==> config.mk <==
export PLATFORM = sky130hd
export DESIGN_NAME = dog_extrema
export DESIGN_NICKNAME = d
export VERILOG_FILES = /design/src/rtl/dog_extrema.sv
export SDC_FILE = /design/constraint.sdc
export NUM_CORES = 1
export LEC_CHECK = 0
export CORE_MARGIN = 3
export CORE_UTILIZATION = 31
export CTS_CLUSTER_SIZE = 8
export DETAILED_ROUTE_END_ITERATION = 10
export PLACE_DENSITY = 0.53
export SETUP_SLACK_MARGIN = 0.15
export SYNTH_ARGS = -nofsm -noshare
export SYNTH_HDL_FRONTEND = slang
export SYNTH_SLANG_ARGS = --single-unit
==> constraint.sdc <==
create_clock -name clk -period 11.3 [get_ports clk]
set_input_delay 1.13 -clock clk [delete_from_list [all_inputs] [get_ports clk]]
set_output_delay 1.13 -clock clk [all_outputs]
set_load 0.02 [all_outputs]
==> src/rtl/dog_extrema.sv <==
// 3x3x3 DoG extremum scanner: walks interior pixels of the middle level and streams strict local maxima/minima.
// Optional contrast gate: define DOG_EXTREMA_CONTRAST_EN to also require |centre| > CONTRAST_THRESH.
module dog_extrema #(
  parameter int DIMENSION       = 64,
  parameter int BIT_DEPTH       = 9,
  parameter int CONTRAST_THRESH = 3
) (
  input  logic                                 clk,
  input  logic                                 rst_in,
  input  logic                                 start,
  output logic                                 busy,
  output logic                                 done,
  output logic [$clog2(DIMENSION*DIMENSION)-1:0] addr,
  input  logic signed [BIT_DEPTH-1:0]          data_below,
  input  logic signed [BIT_DEPTH-1:0]          data_mid,
  input  logic signed [BIT_DEPTH-1:0]          data_above,
  output logic                                 kp_valid,
  input  logic                                 kp_ready,
  output logic [$clog2(DIMENSION)-1:0]         kp_x,
  output logic [$clog2(DIMENSION)-1:0]         kp_y,
  output logic                                 kp_is_max
);

  localparam int AW = $clog2(DIMENSION*DIMENSION);
  localparam int CW = $clog2(DIMENSION);
  localparam logic [CW-1:0] EDGE = CW'(DIMENSION - 2);

  typedef enum logic [2:0] {
    IDLE,
    FETCH,
    DRAIN,
    DECIDE,
    EMIT
  } state_t;

  state_t state, state_next;

  logic [CW-1:0] x, y;
  logic [CW-1:0] nx, ny;
  logic          last;
  logic [3:0]    cnt;
  logic [3:0]    cap_idx;
  logic          capture;

  logic signed [BIT_DEPTH-1:0] below_r [9];
  logic signed [BIT_DEPTH-1:0] mid_r   [9];
  logic signed [BIT_DEPTH-1:0] above_r [9];

  logic signed [BIT_DEPTH-1:0] centre;
  logic gt_all, lt_all, contrast_ok, is_kp;

  // Tap k of the 3x3 window centred on (px,py), raster order over (dy,dx).
  function automatic logic [AW-1:0] tap_addr(input logic [CW-1:0] px,
                                             input logic [CW-1:0] py,
                                             input logic [3:0]    k);
    int unsigned kk, row, col;
    kk  = k;
    row = int'(py) - 1 + kk / 3;
    col = int'(px) - 1 + kk % 3;
    return AW'(row * DIMENSION + col);
  endfunction

  always_comb begin
    last = (x == EDGE) && (y == EDGE);
    if (x == EDGE) begin
      nx = CW'(1);
      ny = y + CW'(1);
    end else begin
      nx = x + CW'(1);
      ny = y;
    end
  end

  always_comb begin
    centre = mid_r[4];
    gt_all = 1'b1;
    lt_all = 1'b1;
    for (int unsigned i = 0; i < 9; i++) begin
      if (!(centre > below_r[i])) gt_all = 1'b0;
      if (!(centre < below_r[i])) lt_all = 1'b0;
      if (!(centre > above_r[i])) gt_all = 1'b0;
      if (!(centre < above_r[i])) lt_all = 1'b0;
      if (i != 4) begin
        if (!(centre > mid_r[i])) gt_all = 1'b0;
        if (!(centre < mid_r[i])) lt_all = 1'b0;
      end
    end
  end

`ifdef DOG_EXTREMA_CONTRAST_EN
  logic signed [BIT_DEPTH:0] cext, mag;
  always_comb begin
    cext        = centre;
    mag         = (cext < 0) ? -cext : cext;
    contrast_ok = mag > $signed((BIT_DEPTH+1)'(CONTRAST_THRESH));
  end
`else
  always_comb contrast_ok = 1'b1;
`endif

  always_comb is_kp = (gt_all || lt_all) && contrast_ok;

  always_ff @(posedge clk) begin
    if (rst_in) state <= IDLE;
    else        state <= state_next;
  end

  always_comb begin
    state_next = state;
    busy       = (state != IDLE);
    kp_valid   = (state == EMIT);
    case (state)
      IDLE:   if (start) state_next = FETCH;
      FETCH:  if (cnt == 4'd8) state_next = DRAIN;
      DRAIN:  if (cnt == 4'd10) state_next = DECIDE;
      DECIDE: begin
        if (is_kp)     state_next = EMIT;
        else if (last) state_next = IDLE;
        else           state_next = FETCH;
      end
      EMIT:   if (kp_ready) state_next = last ? IDLE : FETCH;
      default: state_next = IDLE;
    endcase
  end

  // The next pixel's first tap address is loaded on the advancing edge so FETCH k shows tap k.
  always_ff @(posedge clk) begin
    if (rst_in) begin
      addr      <= '0;
      done      <= 1'b0;
      x         <= '0;
      y         <= '0;
      cnt       <= '0;
      kp_x      <= '0;
      kp_y      <= '0;
      kp_is_max <= 1'b0;
    end else begin
      done <= 1'b0;
      case (state)
        IDLE: begin
          if (start) begin
            x    <= CW'(1);
            y    <= CW'(1);
            cnt  <= '0;
            addr <= tap_addr(CW'(1), CW'(1), 4'd0);
          end
        end
        FETCH: begin
          cnt <= cnt + 4'd1;
          if (cnt < 4'd8) addr <= tap_addr(x, y, cnt + 4'd1);
        end
        DRAIN: cnt <= cnt + 4'd1;
        DECIDE, EMIT: begin
          if (state == DECIDE && is_kp) begin
            kp_x      <= x;
            kp_y      <= y;
            kp_is_max <= gt_all;
          end else if (state == DECIDE || kp_ready) begin
            if (last) begin
              done <= 1'b1;
            end else begin
              x    <= nx;
              y    <= ny;
              cnt  <= '0;
              addr <= tap_addr(nx, ny, 4'd0);
            end
          end
        end
        default: ;
      endcase
    end
  end

  // Two-cycle BRAM latency: tap k arrives in scan cycle k+2.
  always_comb begin
    cap_idx = cnt - 4'd2;
    capture = ((state == FETCH) || (state == DRAIN)) && (cnt >= 4'd2);
  end

  always_ff @(posedge clk) begin
    if (capture) begin
      below_r[cap_idx] <= data_below;
      mid_r[cap_idx]   <= data_mid;
      above_r[cap_idx] <= data_above;
    end
  end

endmodule

* Word level (Yosys, flattened, before mapping)
Memories as Yosys holds them, arrays and structs flattened.
Cells that the tools add are included.
** Operators by class
- Muxes and demuxes :: 84
- Order comparisons :: 54
- Reductions and logical operators :: 19
- $add $sub $neg :: 12
- Divide/modulo/power cells :: 2
- Eq/ne operators :: 16
- Bitwise gates (word level) :: 2
** Operator list (count)
- > comparator 9 bit :: 26
- < comparator 9 bit :: 26
- 2-to-1 mux 12 bit :: 5
- 2-to-1 mux 1 bit :: 56
- 2-to-1 mux 6 bit :: 9
- one-hot mux 12 bit (3 select lines) :: 1
- divider 4 x 2 -> 32 bit, second input constant :: 1
- modulo 4 x 2 -> 32 bit, second input constant :: 1
- adder 12 bit :: 2
- one-hot mux 6 bit (2 select lines) :: 2
- 2-to-1 mux 4 bit :: 4
- 2-to-1 mux 3 bit :: 5
- one-hot mux 3 bit (5 select lines) :: 1
- inequality test 2 bit, second input constant :: 7
- subtractor 6 x 1 -> 7 bit, second input constant :: 2
- adder 12 x 7 -> 12 bit :: 1
- adder 6 x 1 -> 6 bit, second input constant :: 2
- == test 6 bit, second input constant :: 2
- one-hot mux 4 bit (3 select lines) :: 1
- subtractor 6 x 1 -> 6 bit, second input constant :: 2
- AND reduction 5 bit :: 2
- nonzero test 3 bit :: 3
- == test 4 bit, second input constant :: 2
- adder 6 bit :: 1
- 18 further kinds :: 25
** Word-level totals
- Output and inout port bits :: 28
- Input bits :: 31
- Logic and storage cells :: 201
- Bits in registers :: 45
- Memories :: 3
- RAM bits :: 243
** Memories
- above_r :: depth 9, width 9, rd ports 9, clocked after memory_dff 0, write ports 1, line 47 : logic signed [BIT_DEPTH-1:0] above_r [9];
- below_r :: depth 9, width 9, rd ports 9, clocked after memory_dff 0, write ports 1, line 45 : logic signed [BIT_DEPTH-1:0] below_r [9];
- mid_r :: depth 9, width 9, rd ports 9, clocked after memory_dff 0, write ports 1, line 46 : logic signed [BIT_DEPTH-1:0] mid_r [9];

* Logic depth before layout (Yosys ltp)
An unclocked memory read counts as a cell.
- Depth in word-level cells :: 32
- Gate-level depth with buffers :: 28
- Depth with buffers taken out :: 28

* Least setup slack after synthesis
OpenSTA, ideal clock, no wires.
- Path type :: flip-flop to flip-flop
- Start point :: register cnt[0]
- End point :: register addr[11]
- Arrival :: 5530 ps
- Cell stages (with the launch flop) :: 28
- Data required time :: 11205 ps
- Clock period less this slack :: 5625 ps
- Setup slack :: 5675 ps
- Library setup time :: 95 ps
- Path buffers :: 1
- Path through :: dfxtp_1 buf_2 inv_1 ha_1 ha_1 ha_1 nor2_1 nand2_1 inv_2 xnor2_1 ha_1 a21oi_1 o21ai_0 nor3_1 ha_1 inv_1 ha_1 fa_1 inv_1 fa_1 inv_1 ha_1 a21o_1 a31oi_1 o21ai_0 xnor2_1 nand2_1 a221oi_1
** On the way
- Longest elaborated chain between the ends :: 6
- Elaborated cells between the ends (all ways) :: 11
- Classes of those cells :: add/sub (4); div (2); order compare (1); eq/ne (1); mux (2); reduce/logical (1)
** Ends and longest elaborated chain
- from (decl) :: line 41 : logic [3:0] cnt;
- from (signal assigned) :: line 149 : cnt <= cnt + 4'd1;
- from (signal assigned) :: line 152 : DRAIN: cnt <= cnt + 4'd1;
- adder 4 x 1 -> 4 bit :: line 150 : if (cnt < 4'd8) addr <= tap_addr(x, y, cnt + 4'd1);
- modulo 4 x 2 -> 32 bit or divider 4 x 2 -> 32 bit (tied branches) :: line 59, 58
- adder 12 bit or adder 6 bit (tied branches) :: line 59, 58
- adder 12 bit :: line 60 : return AW'(row * DIMENSION + col);
- 2-to-1 mux 12 bit :: line 150
- one-hot mux 12 bit (3 select lines) :: line 139 : case (state)
- to (signal assigned) :: line 145 : addr <= tap_addr(CW'(1), CW'(1), 4'd0);
- to (signal assigned) :: line 150
- to (signal assigned) :: line 165 : addr <= tap_addr(nx, ny, 4'd0);
- to (decl) :: line 13 : output logic [$clog2(DIMENSION*DIMENSION)-1:0] addr,
Parallel ways exist; a longest one is shown, timed or not. The select of a mux whose other input is x is not followed.
A chain may end at the register's enable or synchronous reset.

* Final worst setup path
- Start point :: register cnt[0]
- End point :: register addr[10]
Same word-level chain as after synthesis.

==> impl_metrics.ini <==
[cts]
htreeDepth = 2
cts_tree = yes
cts_max_path_buffers = 3
cts.clk_slew.worst_paths_ps = 50
clock-sinks = 288
cts_hold_repair.buffers = 0
cts_inserted_buffers = 42
clkLatencyLatePin_ps = 560
post_cts_resized = 0
postCtsSetupBuffers = 0
cts-root-buf = clkbuf_16

[setup_path]
end_kind = flip-flop
rr_startpoint = cnt[0]
path_class = flip-flop to flip-flop
r2r_slack_ps = 4790
cp.required_ps = 11720
ff2ff_path_depth = 26
r2r-end = addr[10]
cp_data_arrival_time_ps = 6930
cp-start-kind = flip-flop
path_max_fanout = 12

[drt]
ant_nets = 0
totalWireLength_um = 47300
drtPass1Iterations = 5
post-route-drc-count = 0
dr_wl_met3_um = 2460
vias_per_cell = 5.00
m1WireLength_um = 21200
vias = 12546
drtIter0Drc = 810
wl_per_cell_um = 18.8
highest_layer = met4
dr_wl_met2_um = 22000

[floorplanning]
die_w_um = 245
die_h_um = 245
coreArea_um2 = 56500
initial_core_util = 0.314
ios = 59
rows = 87
dieArea_um2 = 60200

[placement]
port_buffers = 58
hpwlAfterDp_um = 32200
gp_congestion = 0.845

[job]
maxCapViolations = 0

[timing]
setup_viol = 0
slew_headroom = 0.288
worst_pin_slew_ps = 1040
finalMaxSlewViolations = 0
setup-tns-final_ps = 0
hold_violations = 0
final.setup_skew_ps = 30.6
finalCritPeriodShare = 0.576
fmax_mhz = 154
period_needed_ps = 6510
rsz0062_at_grt = no

[power]
irDropWorstVdd_v = 0.000231
finalPower_w = 0.00371
p_per_area_nw_per_um2 = 181
p_leak_nw = 8.53

[synthesis]
ys_seq_elements = 288
synth_xor_area_frac = 0.0222
ys_async_sr_fraction = 0
synth-main-ff-cell = edfxtp_1
yosys.area.top_type = edfxtp_1
synth_edf_count = 243
synth_mux_area_frac = 0.0198
synth_fa_ha_area_frac = 0.208
synthTopCellsByArea = edfxtp_1, ha_1, inv_1, dfxtp_1, a21oi_1
synth_top_family_by_area = adder cells
yosys_warnings = 0
syn-num-nets = 1958
synth_compound_area_frac = 0.106
yosysSeqAreaShare = 0.462
syn_inst = 1637
synth_cell_types = 76
synth_simple_gate_area_share = 0.117
synth_top_area_share = 0.411
synth_area_um2 = 17800
syn_avg_cell_area_um2 = 10.8

[layout]
final_util = 0.363
nets = 2059
final_common_cell = ha_1
syn2layout_area_growth_pct = 15.4
final_cell_mix = ha_1, inv_1, edfxtp_1
drive_gt1_frac = 0.0560

[global_route]
grt_pass1_wl_um = 73200
grt_overflow_total = 0
first_global_vias = 12654
grt.total_usage = 0.159
grt_max_degree = 45
antenna_found_initial = 0

[hold_path]
min_delay_path_depth = 2
min_to = addr[0]
holdCritStartpoint = addr[0]
hold_class = flip-flop to flip-flop

[run_status]
outcome = completed
==> routing by layer <==
layer  up-vias  GRT usage
met5         -          0
met4         0     0.0580
met3        99     0.0314
met2       287      0.266
met1      6069      0.204
li1       6091          -
==> worst max path at each step <==
stage | start | to | slack (ps) | cells past startpoint
after floorplan | cnt[0] | addr[11] | 5670 | 27
after global routing | cnt[0] | addr[10] | 4130 | 26
final | cnt[0] | addr[10] | 4790 | 26
after global placement | cnt[0] | addr[10] | 4970 | 26
after detailed placement | cnt[0] | addr[10] | 4720 | 26
after CTS | cnt[0] | addr[10] | 4710 | 26
==> flip-flops by register name, indices dropped and copies added, names as in the netlist <==
signal	flops
done	1
cnt	4
mid_r	81
x	6
kp_x	6
above_r	81
y	6
state	3
kp_y	6
below_r	81
kp_is_max	1
addr	12
==> where the power goes <==
part	leakage [nW]	total, W	switching, W	internal (W)
clock network	0.567	0.00115	0.000460	0.000691
registers	2.55	0.00120	0.0000278	0.00118
logic	5.42	0.00136	0.000761	0.000596
==> synthesized netlist by cell type, types with 3 or more instances <==
cell type  instances
clkbuf_1           9
a31oi_1            7
or3_1              6
a21oi_1           79
nor4_1            16
nand3_1           38
nand2b_1          26
buf_4              3
a21o_1            10
nand2_1           87
fa_1               8
o21a_1             9
o41ai_1           10
o21ai_1            3
nor2_1            98
mux2i_1           34
nor3_1            27
o21ai_0           59
o2111ai_1          3
xor2_1            18
ha_1             282
a2111oi_0          3
a211oi_1          22
o21bai_1          10
o211ai_1           5
nor2b_1           14
dfxtp_1           45
buf_6              4
inv_1            272
a22oi_1            6
or4_1              4
nor3_2             3
o31ai_1            8
nor4b_1           10
and2_1             8
nand4_1           29
o22ai_1           15
edfxtp_1         243
nand3b_1          12
a221oi_1           5
a22o_1            11
xnor2_1           27
buf_2              7
==> logic make-up after synthesis <==
kind of cell,Yosys count
compound gates,287
flops,288
mux,35
simple gates,396
buf+inv,296
fa+ha+maj,290
xor+xnor,45
==> final cells by class <==
class                      count  area (um2)
fill                        5622       36000
multi-input combinational   1053        8400
sequential                   288        8200
clock buffer                  55        1130
inverter                     273        1020
tap                          756         946
timing repair buffer          80         741
clock inverter                 2        36.3
antenna                        1        2.50
==> per-stage QoR <==
stage               area (um2)  std cells  worst slack (ps)  hold slack, ps
global placement         19300       2450              4970             444
global route             20500       2507              4130             496
floorplan                17800       1637              5670             512
CTS                      20500       2507              4710             459
detailed placement       19300       2450              4720             448
finish                   20500       2508              4790             454
==> critical path, stage by stage (launching register included) <==
cell and delay (ps):
dfxtp_1 570, inv_1 220, ha_1 430, ha_1 280
ha_1 240, nor2_1 180, nand2_1 140, inv_2 150
xnor2_1 110, ha_1 250, a21oi_1 140, o21ai_0 130
nor3_1 570, ha_1 270, inv_1 50, ha_1 200
fa_1 400, xnor2_1 170, fa_1 520, inv_1 60
ha_1 360, and3_1 190, a211oi_1 270, xor2_1 180
o22ai_1 90, mux2i_1 170, nor2_1 50
(Power assumes the default switching activity.)
